<file path="src/rtl/rom_fetch_ctrl.sv">
// rom_fetch_ctrl: sequences instruction fetches from a combinational switch ROM.
// After driving the address A, the controller waits SETTLE_CYCLES cycles for the
// ROM data to settle. It then captures Q into IR and PC and advances A.
//
// Parameters:
//   SETTLE_CYCLES  0..3, wait cycles between driving A and sampling Q
//   HALT_ON_WRAP   1 = stop free-running fetch when A increments 4'hF -> 4'h0
// Optional feature macro:
//   FETCH_SINGLE_STEP_EN  when defined, STEP fetches one word from IDLE;
//                         when undefined, STEP is present but ignored
// Ports:
//   CLK, RST_N       clock (rising edge), asynchronous active-low reset
//   A        out 4   ROM address
//   Q        in  8   ROM data (combinational function of A)
//   RUN      in  1   level, fetch continuously while high
//   STEP     in  1   pulse, fetch a single word
//   LOAD     in  1   jump request; LD_ADDR becomes the next fetch address
//   LD_ADDR  in  4   jump target
//   IR       out 8   last fetched word
//   PC       out 4   address IR was fetched from
//   IR_VALID out 1   one-cycle pulse per fetched word
//   HALT     out 1   high while the FSM is in IDLE
//   WRAP     out 1   one-cycle pulse when A increments 4'hF -> 4'h0
module rom_fetch_ctrl #(
    parameter int unsigned SETTLE_CYCLES = 1,
    parameter int unsigned HALT_ON_WRAP  = 0
) (
    input  logic       CLK,
    input  logic       RST_N,
    output logic [3:0] A,
    input  logic [7:0] Q,
    input  logic       RUN,
    input  logic       STEP,
    input  logic       LOAD,
    input  logic [3:0] LD_ADDR,
    output logic [7:0] IR,
    output logic [3:0] PC,
    output logic       IR_VALID,
    output logic       HALT,
    output logic       WRAP
);

    localparam int unsigned AW = 4;
    localparam int unsigned DW = 8;
    localparam int unsigned CW = 2;

    localparam logic [1:0] ST_IDLE    = 2'd0;
    localparam logic [1:0] ST_SETTLE  = 2'd1;
    localparam logic [1:0] ST_CAPTURE = 2'd2;

    // Counter preload so that SETTLE lasts exactly SETTLE_CYCLES cycles
    localparam logic [CW-1:0] CNT_INIT =
        (SETTLE_CYCLES > 0) ? CW'(SETTLE_CYCLES - 1) : CW'(0);
    // First state of a fetch: SETTLE is skipped entirely with zero settle time
    localparam logic [1:0] ST_FETCH =
        (SETTLE_CYCLES == 0) ? ST_CAPTURE : ST_SETTLE;
    localparam logic HOW_EN = (HALT_ON_WRAP != 0);

    logic [1:0]    r_state, w_state_nxt;
    logic [CW-1:0] r_cnt,   w_cnt_nxt;
    logic [AW-1:0] r_addr,  w_addr_nxt;
    logic [DW-1:0] r_ir,    w_ir_nxt;
    logic [AW-1:0] r_pc,    w_pc_nxt;
    logic          r_ir_valid, w_ir_valid_nxt;
    logic          r_halt,  w_halt_nxt;
    logic          r_wrap,  w_wrap_nxt;
    logic          r_stop,  w_stop_nxt;

    logic          w_step;
    logic          w_run_ok;
    logic          w_is_wrap;
    logic [AW-1:0] w_addr_inc;

`ifdef FETCH_SINGLE_STEP_EN
    assign w_step = STEP;
`else
    // Single-step disabled: keep the port but tie its effect off
    logic w_unused_step;
    assign w_unused_step = STEP;
    assign w_step        = 1'b0;
`endif

    // RUN only counts while no wrap-stop is pending
    assign w_run_ok   = RUN && !r_stop;
    assign w_addr_inc = AW'(r_addr + AW'(1));
    // A jump overrides the increment, so a LOAD to 4'h0 never reports a wrap
    assign w_is_wrap  = (r_addr == 4'hF) && !LOAD;

    // Next-state and registered-output logic
    always_comb begin
        w_state_nxt    = r_state;
        w_cnt_nxt      = r_cnt;
        w_addr_nxt     = r_addr;
        w_ir_nxt       = r_ir;
        w_pc_nxt       = r_pc;
        w_ir_valid_nxt = 1'b0;
        w_wrap_nxt     = 1'b0;
        w_stop_nxt     = RUN ? r_stop : 1'b0;

        case (r_state)
            ST_IDLE: begin
                if (LOAD) begin
                    w_addr_nxt = LD_ADDR;
                end
                if (w_run_ok || w_step) begin
                    w_state_nxt = ST_FETCH;
                    w_cnt_nxt   = CNT_INIT;
                end
            end
            ST_SETTLE: begin
                if (r_cnt == '0) begin
                    w_state_nxt = ST_CAPTURE;
                end else begin
                    w_cnt_nxt = CW'(r_cnt - CW'(1));
                end
            end
            ST_CAPTURE: begin
                w_ir_nxt       = Q;
                w_pc_nxt       = r_addr;
                w_ir_valid_nxt = 1'b1;
                w_addr_nxt     = LOAD ? LD_ADDR : w_addr_inc;
                w_wrap_nxt     = w_is_wrap;
                if (HOW_EN && w_is_wrap) begin
                    w_state_nxt = ST_IDLE;
                    w_stop_nxt  = 1'b1;
                end else if (w_run_ok) begin
                    w_state_nxt = ST_FETCH;
                    w_cnt_nxt   = CNT_INIT;
                end else begin
                    w_state_nxt = ST_IDLE;
                end
            end
            default: begin
                w_state_nxt = ST_IDLE;
                w_cnt_nxt   = '0;
            end
        endcase

        w_halt_nxt = (w_state_nxt == ST_IDLE);
    end

    // State and output registers
    always_ff @(posedge CLK or negedge RST_N) begin
        if (!RST_N) begin
            r_state    <= ST_IDLE;
            r_cnt      <= '0;
            r_addr     <= '0;
            r_ir       <= '0;
            r_pc       <= '0;
            r_ir_valid <= 1'b0;
            r_halt     <= 1'b1;
            r_wrap     <= 1'b0;
            r_stop     <= 1'b0;
        end else begin
            r_state    <= w_state_nxt;
            r_cnt      <= w_cnt_nxt;
            r_addr     <= w_addr_nxt;
            r_ir       <= w_ir_nxt;
            r_pc       <= w_pc_nxt;
            r_ir_valid <= w_ir_valid_nxt;
            r_halt     <= w_halt_nxt;
            r_wrap     <= w_wrap_nxt;
            r_stop     <= w_stop_nxt;
        end
    end

    assign A        = r_addr;
    assign IR       = r_ir;
    assign PC       = r_pc;
    assign IR_VALID = r_ir_valid;
    assign HALT     = r_halt;
    assign WRAP     = r_wrap;

endmodule

</file>
<file path="config.mk">
export PLATFORM = sky130hd
export DESIGN_NAME = rom_fetch_ctrl
export DESIGN_NICKNAME = d
export VERILOG_FILES = /design/src/rtl/rom_fetch_ctrl.sv
export SDC_FILE = /design/constraint.sdc
export NUM_CORES = 1
export LEC_CHECK = 0
export BUFFER_PORTS_ARGS = -buffer_cell sky130_fd_sc_hd__buf_2
export CAP_MARGIN = 20
export CORE_ASPECT_RATIO = 0.6
export CORE_MARGIN = 1
export CORE_UTILIZATION = 43
export DETAILED_ROUTE_END_ITERATION = 7
export GPL_ROUTABILITY_DRIVEN = 1
export GPL_TIMING_DRIVEN = 0
export PLACE_DENSITY_LB_ADDON = 0.2
export SLEW_MARGIN = 30
export SYNTH_ARGS = -nofsm -noshare
export SYNTH_HDL_FRONTEND = slang
export SYNTH_SLANG_ARGS = --single-unit
</file>
<file path="constraint.sdc">
create_clock -name CLK -period 1.15 [get_ports CLK]
set_input_delay 0.1725 -clock CLK [delete_from_list [all_inputs] [get_ports CLK]]
set_output_delay 0.1725 -clock CLK [all_outputs]
set_load 0.05 [all_outputs]
</file>
; Word level (Yosys, flattened, before mapping)
; Index checks and enable logic that the tools add are counted.
[totals]
inputBits = 17
ram_bits = 0
latch_bits = 0
register_bits = 23
memories = 0
wordCells = 37
out_inout_bits = 19
mem_bits_ro = 0
[classes]
n_eq_ne = 6
n_addsub = 2
n_mux = 12
shift = 0
reduce_logical = 9
n_lt_le_gt_ge = 0
n_bitwise = 0
multipliers = 0
div = 0
[ops]
columns = cell, n
row1 = $mux W2, 4
row2 = $mux W4, 2
row3 = $pmux W4 S2, 1
row4 = $logic_not A2 Y1, 3
row5 = $pmux W2 S3, 1
row6 = $add A4 B1 Y4 const B, 1
row7 = $eq A4 B4 Y1 const B, 1
row8 = $ne A2 B2 Y1 const B, 2
row9 = $pmux W2 S2, 1
row10 = $reduce_and A2 Y1, 2
row11 = $mux W1, 3
row12 = $eq A2 B1 Y1 const B, 1
row13 = $eq A2 B2 Y1 const B, 1
row14 = $ne A2 B1 Y1 const B, 1
row15 = $reduce_bool A2 Y1, 1
row16 = $reduce_or A2 Y1, 1
row17 = $sub A2 B1 Y2 const B, 1
row18 = $logic_and A1 B1 Y1, 1
row19 = $logic_not A1 Y1, 1

; Logic depth before layout (Yosys ltp)
; Gate-level depths: netlist of run 1.
[depth]
ltp_word = 4
mapped_depth = 5
mapped_depth_nobuf = 5

; Least setup slack after synthesis of run 1
; Ideal clock, no wire load.
[synth_path]
path_kind = reg2reg
start = register r_addr[0] (netlist: A[0])
end = register r_addr[2] (netlist: A[2])
setup_ps = 125
stages_incl_launch_ff = 5
arrival_ps = 1292
n_path_buf = 0
required_ps = 1025
synth_period_minus_slack_ps = 1417
setup_slack_ps = -267
path_cell_list = dfrtp_1 -> ha_1 -> and4bb_2 -> a21oi_1 -> o21ai_1
[synth_via]
elab_chain_cells = 3
[synth_lines]
columns = element, line
row1 = start: declaration, 61  ; logic [AW-1:0] r_addr, w_addr_nxt;
row2 = start signal: assignment, 157  ; r_addr <= w_addr_nxt;
row3 = $add A4 B1 Y4, 85  ; assign w_addr_inc = AW'(r_addr + AW'(1));
row4 = $mux W4, 121  ; w_addr_nxt = LOAD ? LD_ADDR : w_addr_inc;
row5 = $pmux W4 S2, 100  ; case (r_state)
; No other way between the ends.
; A chain may end at the register's enable or synchronous reset.

; Worst setup path in the final report of run 1
; Same ends and word-level chain as after synthesis.

==> metrics.txt, run 1 <==
routing usage on met2 0.289; Post-Place Cells 168; Arrival @ worst endpoint 1.29 ns; register bit total from synthesis 23; first-pass GRT wire length 3280 um; initial antenna violation count 0; grt peak-use layer met2; initial cell density of the core 0.464; critical path capture point type flip-flop; CP Launch Type flip-flop; largest net degree at the start of global routing 24; Hold Violations, Final 0; Final Non-Filler Cells 175; Fmax achieved 0.879 GHz; Cell Rows 13; clk buf depth 2; CP cell instances ha_4, and4bb_2, a21oi_2, o21ai_1; DRT Pass-1 Iters 4; critical path peak fanout 6; worst reg2reg setup slack 0.01 ns; vias per inst 4.78; hold_sp Q[5]; FF-to-FF End A[2]$_DFFE_PN0P_; Hold Path Stages 3; # nets final 166; CTS Sinks 23; final setup vio count 0; share of layout cells above drive strength 1 0.400; Total GRT Usage 0.183; wire per inst 12.5 um; skew final 0.00310 ns; I/O pins 36; I/O Buffers 33; CTS tree yes; syn_nets 125; die area 0.00257 mm2; die width 64.8 um; LEAKAGE 0.000710 uW; Seq. cell area 581 um2; global-route met3 utilization 0.0698; power consumption 2450 uW; max-cap viol count 0; commonest non-fill, non-tap cell in the layout nand2_1; Tmin final 1.14 ns; clk slew on worst S/H paths 0.08 ns; outcome completed; Max-slew headroom 0.654; Core Region 0.00220 mm2; Seq/Total Area, Yosys 0.566; number of cells on the worst reg-to-reg path 4; Root Driver clkbuf_8; via count 836; Post-Syn Area 0.00102 mm2; Worst-Margin Slew 0.519 ns; RSZ-0062 raised after global routing yes; GR Layer Usage met1 0.242; number of global-route vias before repair 697; CTS H-Tree Depth 1; multi-input logic area 424 um2; Post-Route Setup TNS 0 ns; cell at the slowest stage of the critical path dfrtp_2; ant diodes 0; CTS Buf Count 3; worst skew pair latency 0.26 ns; crit path kind flip-flop to flip-flop; Post-Syn Instances 105; most frequent cells in the layout nand2_1, buf_2, dfrtp_1; dpl hpwl 1580 um; worst reg2reg startpoint A[0]$_DFFE_PN0P_; Final ANT Viol Nets 0; Yosys cell types 28; Peak VDD IR 1.11 mV; Final Max Tran Viols 0; WHS 0.0979 ns; Hold Path Class input pin to flip-flop; Tcrit/Tclk final 0.989; drt initial violations 25; grt total ovfl 0; Hold EP IR[5]$_DFFE_PN0N_; Post-Syn Area per Cell 9.70 um2; fill cell count 190; synth warn 0; Top delay family on crit path flip-flops; stages on the worst setup path 4; Worst Path Required 1.30 ns; Buf/Inv on CP 0; slowest stage delay, CP 0.46 ns; drt total wl 2180 um; Pwr per Cell Area 1810 mW/mm2; area grow syn2layout 32.4%; GPL Wtd Cong 0.821; drc violations 0; DIE HEIGHT 39.7 um
==> cell usage after synthesis <==
cell type	count	area (um2)
a22oi_1	3	22.5
nand2b_1	1	6.26
a21oi_1	4	20.0
nor3_2	1	10.0
ha_1	3	37.5
and2b_2	1	8.76
dfstp_2	1	26.3
o21ai_1	3	15.0
and4bb_2	1	12.5
or3_1	1	6.26
dfrtp_1	22	551
nand4_1	1	6.26
clkbuf_2	1	5.00
nor2_1	2	7.51
nor2b_1	2	12.5
and3_1	1	6.26
o22ai_1	1	6.26
inv_2	1	3.75
inv_1	4	15.0
a21o_2	1	8.76
nor3_1	1	5.00
buf_6	2	22.5
o21ai_0	3	15.0
nand2_1	39	146
mux2i_1	2	20.0
nand2b_2	1	8.76
a31oi_1	1	6.26
buf_4	1	7.51
==> worst max-delay path by stage <==
stage / start / to / slack, ns
after floorplan: A[0]$_DFFE_PN0P_ / A[2]$_DFFE_PN0P_ / -0.08
after global placement: r_cnt[0]$_DFFE_PN0P_ / r_cnt[0]$_DFFE_PN0P_ / 0.03
after detailed placement: r_cnt[1]$_DFFE_PN0P_ / r_cnt[0]$_DFFE_PN0P_ / -0.02
after CTS: HALT$_DFF_PN1_ / HALT / 0.006
after global routing: A[0]$_DFFE_PN0P_ / A[2]$_DFFE_PN0P_ / -0.04
final: A[0]$_DFFE_PN0P_ / A[2]$_DFFE_PN0P_ / 0.01
==> per-stage QoR <==
| step | worst slack [ns] | util | instance area [um2] |
|---|---|---|---|
| 5_1_grt | -0.0364 | 0.614 | 1350 |
| 6_report | 0.0121 | 0.614 | 1350 |
| 3_5_place_dp | -0.0184 | 0.565 | 1240 |
| 3_3_place_gp | 0.0289 | 0.565 | 1240 |
| 4_1_cts | 0.00634 | 0.599 | 1320 |
| 2_1_floorplan | -0.0777 | - | 1040 |
==> tightest hold or removal path: stages <==
cell     delay (ns)
buf_2          0.07
nand2_1        0.04
nand2_1        0.04
==> layer usage <==
layer,wire length (um),vias up
met3,127,2
met5,0,-
met2,938,27
met4,7,0
met1,1110,382
li1,-,425
==> cell type report <==
cell class / count / share of cell area
inverter: 5 / 0.0139
tap: 30 / 0.0278
clock buffer: 4 / 0.0334
multi-input combinational: 73 / 0.314
sequential: 23 / 0.430
timing repair buffer: 36 / 0.154
buffer: 4 / 0.0260
==> state kept, by name, indices dropped and copies added (netlist names) <==
signal and count:
A 4, HALT 1, PC 4, WRAP 1, IR_VALID 1, IR 8
r_state 2, r_cnt 2
==> cell families (layout without fill, tap and decap cells) <==
| family | after synthesis | count (layout) | share of synthesized area |
|---|---|---|---|
| fa+ha+maj | 3 | 3 | 0.0369 |
| mux | 2 | 2 | 0.0197 |
| flops | 23 | 23 | 0.566 |
| buf+inv | 9 | 49 | 0.0528 |
| simple gates | 52 | 52 | 0.232 |
| compound gates | 16 | 16 | 0.0921 |
==> report_power, final <==
group	leakage (uW)	switching [uW]	internal (uW)	total, uW
clock	0.0000228	243	247	490
combinational	0.000402	661	247	908
sequential	0.000285	101	946	1050
==> what timing repair did <==
item / CTS / global route
setup endpoints to repair: 6 / 6
hold buffers: 1 / 0
hold endpoints to repair: 22 / 0
pin swaps: 0 / 1
buffers inserted: 1 / 1
resized for setup: 5 / 8
Note: power is estimated with default switching activity, not from simulation.
==> run 2, diff against run 1 <==
- PLACE_DENSITY: default -> 0.73
- PLACE_DENSITY_LB_ADDON: 0.2 -> default
==> metrics.txt, run 2 (synthesis results as in run 1) <==
outcome completed; skew final 0.00296 ns; grt total ovfl 0; vias per inst 4.79; Final Max Tran Viols 0; max-cap viol count 0; Hold Violations, Final 0; drc violations 0; # nets final 170; clk slew on worst S/H paths 0.08 ns; most frequent cells in the layout nand2_1, buf_2, dfrtp_1; drt initial violations 26; die area 0.00257 mm2; final setup vio count 0; Core Region 0.00220 mm2; critical path capture point type flip-flop; crit path kind flip-flop to flip-flop; Worst Path Required 1.29 ns; Peak VDD IR 0.812 mV; Pwr per Cell Area 1790 mW/mm2; first-pass GRT wire length 3330 um; area grow syn2layout 35.6%; Arrival @ worst endpoint 1.28 ns; wire per inst 12.7 um; Tcrit/Tclk final 0.994; Fmax achieved 0.875 GHz; power consumption 2480 uW; Hold Path Stages 3; GPL Wtd Cong 0.742; fill cell count 201; number of global-route vias before repair 707; CTS H-Tree Depth 1; critical path peak fanout 10; Root Driver clkbuf_8; FF-to-FF End A[0]$_DFFE_PN0P_; worst reg2reg startpoint r_state[0]$_DFF_PN0_; Seq. cell area 581 um2; via count 858; dpl hpwl 1590 um; hold_sp Q[1]; largest net degree at the start of global routing 24; Hold EP IR[1]$_DFFE_PN0N_; Layout Utilization 0.629; worst reg2reg setup slack 0.007 ns; DIE HEIGHT 39.7 um; Final ANT Viol Nets 0; RSZ-0062 raised after global routing yes; commonest non-fill, non-tap cell in the layout nand2_1; CTS Sinks 23; Largest register FFs 8; WHS 0.0926 ns; CTS Buf Count 3; CP Launch Type flip-flop; Tmin final 1.14 ns; Post-Place Cells 168; multi-input logic area 424 um2; number of cells on the worst reg-to-reg path 4; clk buf depth 2; drt total wl 2280 um; Total GRT Usage 0.185; Hold Path Class input pin to flip-flop; ant diodes 0; I/O Buffers 33; I/O pins 36; worst skew pair latency 0.26 ns; Cell Rows 13; CTS tree yes; Max-slew headroom 0.661; Post-Route Setup TNS 0 ns; LEAKAGE 0.000731 uW; Final Non-Filler Cells 179; initial cell density of the core 0.464; initial antenna violation count 0; die width 64.8 um; DRT Pass-1 Iters 4; Worst-Margin Slew 0.509 ns; share of layout cells above drive strength 1 0.416
-- run 2: power breakdown --
group | switching, uW | internal (uW) | leakage (uW)
clock network | 248 | 242 | 0.0000255
registers | 94.1 | 945 | 0.000285
logic | 681 | 267 | 0.000421
total | 1020 | 1450 | 0.000731
-- run 2: worst max path at each step --
stage	depth (start not counted)	start	to	slack (ns)
after detailed placement	4	r_cnt[0]$_DFFE_PN0P_	r_cnt[0]$_DFFE_PN0P_	-0.02
after global placement	4	r_cnt[0]$_DFFE_PN0P_	r_cnt[0]$_DFFE_PN0P_	0.03
after floorplan	4	A[0]$_DFFE_PN0P_	A[2]$_DFFE_PN0P_	-0.08
after global routing	4	r_cnt[1]$_DFFE_PN0P_	r_cnt[0]$_DFFE_PN0P_	-0.02
after CTS	1	HALT$_DFF_PN1_	HALT	0.003
final	4	r_state[0]$_DFF_PN0_	A[0]$_DFFE_PN0P_	0.007
-- run 2: area by class of cell --
cell class                 instances  share of cell area
buffer                             4              0.0254
clock buffer                       3              0.0299
clock inverter                     1             0.00362
inverter                           5              0.0154
multi-input combinational         73               0.307
sequential                        23               0.420
tap                               30              0.0272
timing repair buffer              40               0.171
-- run 2: worst max-delay path: stages (launching register included) --
cell	delay, ns
dfrtp_1	0.38
buf_4	0.16
buf_6	0.14
a22oi_1	0.24
o21ai_1	0.11
-- run 2: metrics by stage --
step	setup slack (ns)	cell area [um2]
finish	0.00696	1380
global route	-0.0201	1380
CTS	0.00336	1320
detailed placement	-0.0206	1240
global placement	0.0292	1240
floorplan	-0.0777	1040
-- run 2: timing repair --
item | CTS | global route
endpoints found under the setup margin | 6 | 14
endpoints found under the hold margin | 22 | 0
hold buffers | 1 | 0
buffers inserted | 1 | 5
resized for setup | 5 | 9
-- run 2: per-layer routing --
metal,vias to the layer above,routed length (um),GRT usage
met2,23,1020,0.289
met1,400,1130,0.246
met4,0,18,0.0500
li1,433,-,-
met3,2,116,0.0610
met5,-,0,0
==> run 3, diff against run 2 <==
- CELL_PAD_IN_SITES_DETAIL_PLACEMENT: default -> 1
- CELL_PAD_IN_SITES_GLOBAL_PLACEMENT: default -> 1
- CORE_UTILIZATION: 43 -> 32
- PLACE_DENSITY: 0.73 -> default
- PLACE_DENSITY_LB_ADDON: default -> 0.05
==> metrics.txt, run 3 (synthesis results as in run 1) <==
area grow syn2layout 37.7%; max-cap viol count 0; skew final 0.00322 ns; ant diodes 0; Worst-Margin Slew 0.528 ns; DRT Pass-1 Iters 4; via count 882; Max-slew headroom 0.648; Peak VDD IR 0.759 mV; DIE HEIGHT 45.7 um; crit path kind flip-flop to flip-flop; Arrival @ worst endpoint 1.42 ns; grt total ovfl 0; Pwr per Cell Area 1780 mW/mm2; Largest register FFs 8; number of cells on the worst reg-to-reg path 3; share of layout cells above drive strength 1 0.429; critical path capture point type flip-flop; FF-to-FF End r_cnt[0]$_DFFE_PN0P_; worst reg2reg setup slack -0.07 ns; worst reg2reg startpoint r_state[1]$_DFF_PN0_; WHS 0.0914 ns; multi-input logic area 447 um2; I/O Buffers 33; Seq. cell area 581 um2; critical path peak fanout 8; clk buf depth 2; drt total wl 2770 um; Hold Path Stages 3; initial cell density of the core 0.346; largest net degree at the start of global routing 24; CTS tree yes; LEAKAGE 0.000725 uW; number of global-route vias before repair 845; Hold Violations, Final 0; hold_sp Q[5]; RSZ-0062 raised after global routing yes; power consumption 2500 uW; Root Driver clkbuf_8; GPL Wtd Cong 0.760; die area 0.00342 mm2; CTS Buf Count 3; drt initial violations 43; most frequent cells in the layout nand2_1, buf_2, dfrtp_1; clk slew on worst S/H paths 0.08 ns; vias per inst 4.67; dpl hpwl 1950 um; Fmax achieved 0.820 GHz; drc violations 0; Hold Path Class input pin to flip-flop; CTS H-Tree Depth 1; initial antenna violation count 0; wire per inst 14.7 um; Cell Rows 15; Final ANT Viol Nets 0; DP Area 0.00125 mm2; final setup vio count 1; # nets final 168; failing checks setup timing; CTS Sinks 23; worst skew pair latency 0.27 ns; Total GRT Usage 0.173; Core Region 0.00295 mm2; outcome finished with violations; fin worst setup slack -0.0689 ns; Tmin final 1.22 ns; CP Launch Type flip-flop; Final Cell Area 0.00140 mm2; commonest non-fill, non-tap cell in the layout nand2_1; first-pass GRT wire length 4180 um; Worst Path Required 1.35 ns; die width 74.8 um; I/O pins 36; Hold EP IR[5]$_DFFE_PN0N_; fill cell count 360; Tcrit/Tclk final 1.06; Final Max Tran Viols 0
run 3: critical path: stages (launching register included):
cell and delay, ns:
dfrtp_2 0.49, nand2b_4 0.18, or3_1 0.38, o21ai_1 0.09
run 3: area by class of cell:
| type | count | area share |
|---|---|---|
| multi-input cells | 73 | 0.318 |
| well taps | 42 | 0.0375 |
| inverters | 5 | 0.0152 |
| clock buffers | 4 | 0.0321 |
| plain buffers | 4 | 0.0250 |
| flip-flops and latches | 23 | 0.414 |
| repair buffers | 38 | 0.158 |
run 3: per-layer routing:
metal | GRT usage | vias to the layer above | part of all wire
met1 | 0.238 | 419 | 0.47
met3 | 0.0487 | 7 | 0.060
li1 | - | 428 | -
met5 | 0 | - | 0
met2 | 0.263 | 28 | 0.45
met4 | 0.0604 | 0 | 0.019
run 3: worst max path at each step:
stage | endpoint | slack, ns | start | cells after the start
final | r_cnt[0]$_DFFE_PN0P_ | -0.07 | r_state[1]$_DFF_PN0_ | 3
after global routing | r_cnt[0]$_DFFE_PN0P_ | -0.09 | r_state[1]$_DFF_PN0_ | 3
after CTS | r_cnt[0]$_DFFE_PN0P_ | -0.01 | r_cnt[0]$_DFFE_PN0P_ | 4
after detailed placement | r_cnt[0]$_DFFE_PN0P_ | -0.05 | r_cnt[0]$_DFFE_PN0P_ | 4
after global placement | WRAP$_DFF_PN0_ | 0.005 | r_state[0]$_DFF_PN0_ | 4
after floorplan | A[2]$_DFFE_PN0P_ | -0.08 | A[0]$_DFFE_PN0P_ | 4
run 3: power breakdown:
part / leakage [uW] / internal, uW / switching [uW]
clock network: 0.0000228 / 248 / 260
registers: 0.000285 / 945 / 101
logic: 0.000417 / 263 / 684
total: 0.000725 / 1460 / 1040
run 3: repair_timing:
item / CTS / global route
pin swaps: 1 / 1
hold buffers: 1 / 0
gates resized for setup: 7 / 13
endpoints found under the hold margin: 22 / 0
buffers inserted: 4 / 0
endpoints found under the setup margin: 9 / 13
run 3: stage by stage:
| step | TNS, ns | setup slack (ns) | utilization | std cells |
|---|---|---|---|---|
| floorplan | -0.0952 | -0.0777 | - | 105 |
| global placement | 0 | 0.00463 | 0.426 | 180 |
| detailed placement | -0.0914 | -0.0545 | 0.426 | 180 |
| CTS | -0.0134 | -0.0134 | 0.459 | 189 |
| global route | -0.234 | -0.0885 | 0.476 | 189 |
| finish | -0.0689 | -0.0689 | 0.476 | 189 |
